**config.mk**
```make
export PLATFORM = sky130hd
export DESIGN_NAME = fir_serial_seq
export DESIGN_NICKNAME = d
export VERILOG_FILES = /design/src/rtl/fir_serial_seq.sv
export SDC_FILE = /design/constraint.sdc
export NUM_CORES = 2
export LEC_CHECK = 0
export CAP_MARGIN = 25
export CORE_MARGIN = 2
export CORE_UTILIZATION = 30
export DETAILED_ROUTE_END_ITERATION = 7
export DONT_BUFFER_PORTS = 1
export HOLD_SLACK_MARGIN = 0.02
export SLEW_MARGIN = 20
export SYNTH_ARGS = -nofsm -noshare
export SYNTH_HDL_FRONTEND = slang
export SYNTH_SLANG_ARGS = --single-unit
```
**constraint.sdc**
```tcl
create_clock -name clk -period 7.4 [get_ports clk]
set_input_delay 1.48 -clock clk [delete_from_list [all_inputs] [get_ports clk]]
set_output_delay 1.48 -clock clk [all_outputs]
set_load 0.01 [all_outputs]
```
**src/rtl/fir_serial_seq.sv**
```systemverilog
`default_nettype none
// ============================================================================
// Module   : fir_serial_seq
// Brief    : Time-multiplexed FIR sequencer; one shared signed MAC walks all
//            NUM_TAPS taps per accepted sample. Optional macro
//            FIR_SEQ_MUL_PIPE_EN registers the product and adds a DRAIN state.
// Revision : 1.0 - initial release
// ============================================================================
module fir_serial_seq #(
   parameter int INPUT_WIDTH  = 16,
   parameter int COEFF_WIDTH  = 8,
   parameter int OUTPUT_WIDTH = 26,
   parameter int NUM_TAPS     = 37,
   parameter int ACC_WIDTH    = 32,
   parameter int OUT_SHIFT    = 0
) (
   input  logic                          clk,
   input  logic                          rst,
   input  logic                          valid_in,
   output logic                          ready_in,
   input  logic [INPUT_WIDTH-1:0]        din,
   output logic                          valid_out,
   output logic [OUTPUT_WIDTH-1:0]       dout,
   input  logic                          coef_we,
   input  logic [$clog2(NUM_TAPS)-1:0]   coef_addr,
   input  logic [COEFF_WIDTH-1:0]        coef_wdata,
   output logic                          busy
);

   localparam int              c_aw   = $clog2(NUM_TAPS);
   localparam int              c_pw   = INPUT_WIDTH + COEFF_WIDTH;
   localparam logic [c_aw-1:0] c_last = c_aw'(NUM_TAPS - 1);

   localparam logic [1:0] c_st_idle  = 2'd0;
   localparam logic [1:0] c_st_mac   = 2'd1;
`ifdef FIR_SEQ_MUL_PIPE_EN
   localparam logic [1:0] c_st_drain = 2'd2;
`endif
   localparam logic [1:0] c_st_done  = 2'd3;

   logic [1:0]                    r_state;
   logic [1:0]                    w_next_state;
   logic [c_aw-1:0]               r_wr_ptr;
   logic [c_aw-1:0]               r_rd_ptr;
   logic [c_aw-1:0]               r_k;
   logic signed [ACC_WIDTH-1:0]   r_acc;
   logic [OUTPUT_WIDTH-1:0]       r_dout;
   logic signed [INPUT_WIDTH-1:0] r_hist [NUM_TAPS];
   logic signed [COEFF_WIDTH-1:0] r_coef [NUM_TAPS];
   logic signed [c_pw-1:0]        w_prod;
   logic signed [ACC_WIDTH-1:0]   w_addend;
   logic signed [ACC_WIDTH-1:0]   w_acc_next;
   logic                          w_coef_wr;

   // Both operands are sign-extended to the full product width before multiplying.
   assign w_prod     = c_pw'(r_hist[r_rd_ptr]) * c_pw'(r_coef[r_k]);
   assign w_acc_next = r_acc + w_addend;
   assign w_coef_wr  = coef_we && (r_state == c_st_idle)
                       && ({1'b0, coef_addr} < (c_aw + 1)'(NUM_TAPS));
   assign dout       = r_dout;

`ifdef FIR_SEQ_MUL_PIPE_EN
   logic signed [c_pw-1:0] r_prod;
   assign w_addend = ACC_WIDTH'(r_prod);

   always_ff @(posedge clk) begin
      if (rst || (r_state == c_st_idle)) begin
         r_prod <= '0;
      end else if (r_state == c_st_mac) begin
         r_prod <= w_prod;
      end
   end
`else
   assign w_addend = ACC_WIDTH'(w_prod);
`endif

   always_ff @(posedge clk) begin
      if (rst) begin
         r_state <= c_st_idle;
      end else begin
         r_state <= w_next_state;
      end
   end

   always_comb begin
      w_next_state = r_state;
      unique case (r_state)
         c_st_idle: begin
            if (valid_in) w_next_state = c_st_mac;
         end
         c_st_mac: begin
            if (r_k == c_last) begin
`ifdef FIR_SEQ_MUL_PIPE_EN
               w_next_state = c_st_drain;
`else
               w_next_state = c_st_done;
`endif
            end
         end
`ifdef FIR_SEQ_MUL_PIPE_EN
         c_st_drain: w_next_state = c_st_done;
`endif
         default: w_next_state = c_st_idle;
      endcase
   end

   always_comb begin
      ready_in  = 1'b0;
      busy      = 1'b1;
      valid_out = 1'b0;
      unique case (r_state)
         c_st_idle: begin
            ready_in = 1'b1;
            busy     = 1'b0;
         end
         c_st_done: valid_out = 1'b1;
         default: ;
      endcase
   end

   // dout is loaded on the final accumulate so it is already valid in DONE.
   always_ff @(posedge clk) begin
      if (rst) begin
         r_wr_ptr <= '0;
         r_rd_ptr <= '0;
         r_k      <= '0;
         r_acc    <= '0;
         r_dout   <= '0;
         for (int i = 0; i < NUM_TAPS; i++) begin
            r_hist[i] <= '0;
            r_coef[i] <= '0;
         end
      end else begin
         if (w_coef_wr) r_coef[coef_addr] <= coef_wdata;
         unique case (r_state)
            c_st_idle: begin
               if (valid_in) begin
                  r_hist[r_wr_ptr] <= din;
                  r_rd_ptr         <= r_wr_ptr;
                  r_k              <= '0;
                  r_acc            <= '0;
               end
            end
            c_st_mac: begin
               r_acc    <= w_acc_next;
               r_rd_ptr <= (r_rd_ptr == '0) ? c_last : r_rd_ptr - 1'b1;
               r_k      <= r_k + 1'b1;
`ifndef FIR_SEQ_MUL_PIPE_EN
               if (r_k == c_last) r_dout <= w_acc_next[OUT_SHIFT+OUTPUT_WIDTH-1:OUT_SHIFT];
`endif
            end
`ifdef FIR_SEQ_MUL_PIPE_EN
            c_st_drain: begin
               r_acc  <= w_acc_next;
               r_dout <= w_acc_next[OUT_SHIFT+OUTPUT_WIDTH-1:OUT_SHIFT];
            end
`endif
            c_st_done: begin
               r_wr_ptr <= (r_wr_ptr == c_last) ? '0 : r_wr_ptr + 1'b1;
            end
            default: ;
         endcase
      end
   end

endmodule
`default_nettype wire
```
Yosys cells after proc, flatten, opt, wreduce, memory -nomap -nowiden --
Memories as Yosys holds them, arrays and structs flattened. A register that Yosys moved wholly into a read port is not among the register bits. Index checks and enable logic that the tools add are counted.
Word-level totals: memory bits (read-only) 0, bits in registers 78, memories 2, latch bits 0, memory bits (writable) 888
Memories:
- r_hist | depth 37, width 16, read ports 1, clocked after memory_dff 1, wr ports 37, line 48 | logic signed [INPUT_WIDTH-1:0] r_hist [NUM_TAPS];
- r_coef | depth 37, width 8, read ports 1, clocked after memory_dff 1, wr ports 37, line 49 | logic signed [COEFF_WIDTH-1:0] r_coef [NUM_TAPS];
Cells by class: muxes and demuxes 33, shift-type cells 0, add/subtract/negate cells 4, reduce and logical (&&, ||, !) cells 10, bitwise gates (word level) 0, equality and inequality tests 6, divide/modulo/power cells 0, $lt $le $gt $ge 1, multipliers 1
Operators by type and width (count):
- 32-bit case mux with 2 select lines | 1
- 6-bit two-way mux | 10
- 32-bit by 24-bit adder with 32-bit output | 1
- 32-bit two-way mux | 1
- 16-bit by 8-bit multiplier with 24-bit output | 1
- 6-bit case mux with 2 select lines | 2
- 16-bit two-way mux | 1
- 16-bit OR reduction | 1
- 1-bit two-way mux | 14
- 6-bit by 1-bit adder with 6-bit output, second input constant | 2
- 6-bit == test, second input constant | 2
- 8-bit two-way mux | 1
- 8-bit OR reduction | 1
- 6-bit zero test | 1
- 6-bit less-than comparator, second input constant | 1
- 2-bit AND reduction | 3
- 6-bit by 1-bit subtractor with 6-bit output, second input constant | 1
- 2-bit two-way mux | 2
- 2-bit inequality test, second input constant | 2
- 2-bit case mux with 2 select lines | 1
- 2-bit by 1-bit == test with 1-bit output, second input constant | 1
- 2-bit == test, second input constant | 1
- 1-bit logical AND | 2
- 2-bit zero test | 1
- 2-bit nonzero test | 1

Longest topological paths before layout --
word-level depth 8, gate-level depth with buffers 26, depth with buffers taken out 23

Worst setup path after synthesis --
Ideal clock, no wire load.
path kind reg2reg, start point register (tool-made name), end point register r_acc[18], library setup time 0.124 ns, clock period less this slack 7.101 ns, arrival 6.977 ns, data required time 7.276 ns, path slack 0.299 ns, stages on the path, launching flop included 23, buffers on the path 3, path through dfxtp_1 -> clkbuf_1 -> buf_1 -> buf_1 -> mux4_2 -> mux4_2 -> a221oi_4 -> nor2_1 -> fa_1 -> inv_1 -> fa_1 -> inv_1 -> fa_1 -> fa_1 -> fa_1 -> ha_1 -> and3_1 -> a221oi_1 -> a21oi_1 -> a221oi_1 -> o21a_1 -> xor2_1 -> o21ai_0
RTL lines:
- end signal: assignment | line 145 | r_acc <= w_acc_next;
- end: declaration | line 46 | logic signed [ACC_WIDTH-1:0] r_acc;

==> reports/qor.yml <==
cp_cell_sequence: "buf_12 -> clkbuf_16 -> mux4_2 -> mux4_2 -> a221oi_4 -> inv_2 -> nand2_1 -> fa_1 -> inv_1 -> fa_1 -> fa_1 -> fa_1 -> fa_1 -> ha_1 -> a21o_1 -> o21bai_2 -> o21bai_2 -> o211ai_1 -> o31ai_2 -> a21boi_1 -> o311a_1"
async_reset_ff_share_pct: 0
clock-sinks: 1620
grt_setup_unrepaired: "yes"
rows: 181
grt_start_max_net_pins: 65
synth_ff_type: "edfxtp_1"
grt_pass1_wl_um: 278000
hold_path_class: "register to register"
place.gp.congestion: 0.8308
portBuffers: 0
regArea_um2: 47830
ant_nets: 0
relSlewSlack_pct: 31.80
cts.path.max_buffers: 3
cts_tree: "built"
slowest_delay_ps: 610
fmax_mhz: 138.9
path_class: "register to register"
die_h_um: 499.4
dpl.hpwl_um: 120000
final_cell_mix: "edfxtp_1 (1536), and2_1 (894), mux4_2 (468)"
mostFrequentLayoutCell: "edfxtp_1"
numCtsBuffers: 169
core_um2: 243700
endpoint_kind: "register"
area_growth_syn_to_layout_pct: 16.46
io_pins: 63
hold_violations: 0
power.leakage_nw: 29.57
wl_per_cell_um: 23.60
grt_usage_pct: 15.07
grt_antenna_before_repair: 6
drc: 0
drive_gt1_share_pct: 22.80
routed_wirelength_um: 191900
syn-cell-area_um2: 73630
met1_usage_pct: 20.18
skew_ps: 81.75
start_util_pct: 30.22
synth_cell_type_count: 63
fill_cells: 23000
critPathMostFrequentCell: "fa_1"
grt_pass1_vias: 40170
worstSkewPairLatency_ps: 840
min_from: "r_acc[15]"
worstPathArrival_ps: 7930
firstDrtPassIters: 6
top_usage_layer: "met2"
synth_edf_count: 1536
ys_seq_area_share_pct: 64.93
drt_iter0_drc: 4373
critPathMaxFanout: 15
cap_violations: 0
use_met3_pct: 2.768
fin_crit_ps: 7199
routed_via_density: 4.865
crit_slowest_cell: "mux4_2"
die_w_um: 499.4
power_density_nw_per_um2: 297.0
worstMarginPinSlew_ps: 1012
vias: 39570
grt_overflow: 0
multi_input_area_um2: 25000
nets: 5028
final_util_pct: 35.19
grt_util_met2_pct: 25.18
syn_area_per_cell_um2: 16.82
cp-start-kind: "register"
whs_ps: 478.4
synth_seq_cells: 1620
h-tree-depth: 4
setup_viol: 0
clockRootBuffer: "clkbuf_16"
status: "finished, final reports clean"
critPathRequiredTime_ps: 8130
yosys_warnings: 0
slew_viol_final: 0
post-route-period-util_pct: 97.28
peakVddDrop_mv: 0.3445
clkSlewWorstSetupHoldPaths_ps: 60
dieArea_um2: 249400
synth_cells: 4377
==> cells in the mapped netlist, drive strengths merged, types with 42 or more instances <==
master  instances  area [um2]
edfxtp       1536       46120
and2          894        5593
mux4          468       10540
nor2          247       927.1
clkbuf        209       785.8
fa            136        2723
inv           133       499.2
nand2         115       431.7
o21ai         100       500.5
buf            84       516.7
dfxtp          84        1682
ha             64       800.8
a21oi          42       210.2
==> critical path, delay by kind of cell, from the launching register on <==
| kind | cells | cell delay (ps) |
|---|---|---|
| adder cells (fa/ha/maj) | 6 | 2620 |
| AO/OA/AOI/OAI | 8 | 2160 |
| multiplexers | 2 | 1130 |
| buffers and inverters | 4 | 640 |
| flip-flops | 1 | 430 |
| AND/OR/NAND/NOR | 1 | 100 |
==> worst paths after layout <==
path / endpoint / slack (ps) / cells past startpoint
min reg2reg: r_acc[15] / 480 / 2
max reg2reg: dout[25] / 200 / 21
min: r_acc[15] / 480 / 2
max: dout[25] / 200 / 21
==> cells by family after synthesis <==
logic type	share of synthesized area, %
buffers and inverters	2.447
adder cells (fa/ha/maj)	4.785
XOR/XNOR	0.3688
multiplexers	14.36
flip-flops	64.93
AND/OR/NAND/NOR	10.15
AO/OA/AOI/OAI	2.962
other	0.005093
==> registers in the layout, indices dropped and copies added, names as in the netlist, named ones only <==
| signal | flops |
|---|---|
| r_state | 2 |
| r_wr_ptr | 6 |
| r_acc | 26 |
| r_coef | 512 |
| r_rd_ptr | 6 |
| dout | 26 |
| r_hist | 1024 |
| r_k | 6 |
==> report_power, final <==
group | total, W | switching (W) | leakage, nW | internal (W)
combinational | 0.00663 | 0.00356 | 11.6 | 0.00307
clock | 0.00832 | 0.00368 | 2.62 | 0.00465
sequential | 0.0105 | 0.000128 | 15.4 | 0.0104
==> layer usage <==
| metal | up-vias | wire length [um] |
|---|---|---|
| li1 | 17110 | - |
| met5 | - | 20 |
| met3 | 260 | 12530 |
| met4 | 2 | 4297 |
| met1 | 20960 | 80750 |
| met2 | 1236 | 94330 |
==> stage by stage <==
stage | setup TNS (ps) | setup WS (ps) | cells | cell area (um2) | power, W
2_1_floorplan | 0 | 299.4 | 4592 | 74440 | 0.01482
3_3_place_gp | -49.04 | -49.04 | 7776 | 79600 | 0.01716
3_5_place_dp | -117.6 | -110.5 | 7786 | 79730 | 0.01721
4_1_cts | 0 | 6.634 | 8092 | 85150 | 0.02558
5_1_grt | -55.05 | -28.29 | 8131 | 85740 | 0.02673
6_report | 0 | 201.0 | 8134 | 85750 | 0.02547
==> area by class of cell <==
cell class | instances | area share [%]
Timing Repair Buffer | 324 | 3.493
Clock buffer | 218 | 5.243
Multi-Input combinational cell | 2546 | 29.16
Sequential cell | 1620 | 55.78
Inverter | 133 | 0.5822
Tap cell | 3202 | 4.672
Clock inverter | 88 | 1.068
Antenna cell | 3 | 0.008755
==> what timing repair did <==
action,in CTS,in global routing
hold buffers,0,0
buffers inserted,0,28
gates cloned,0,8
pin swaps,0,8
gates resized for setup,3,37
setup endpoints to repair,2,23
Power figures use the tool's default switching activity.
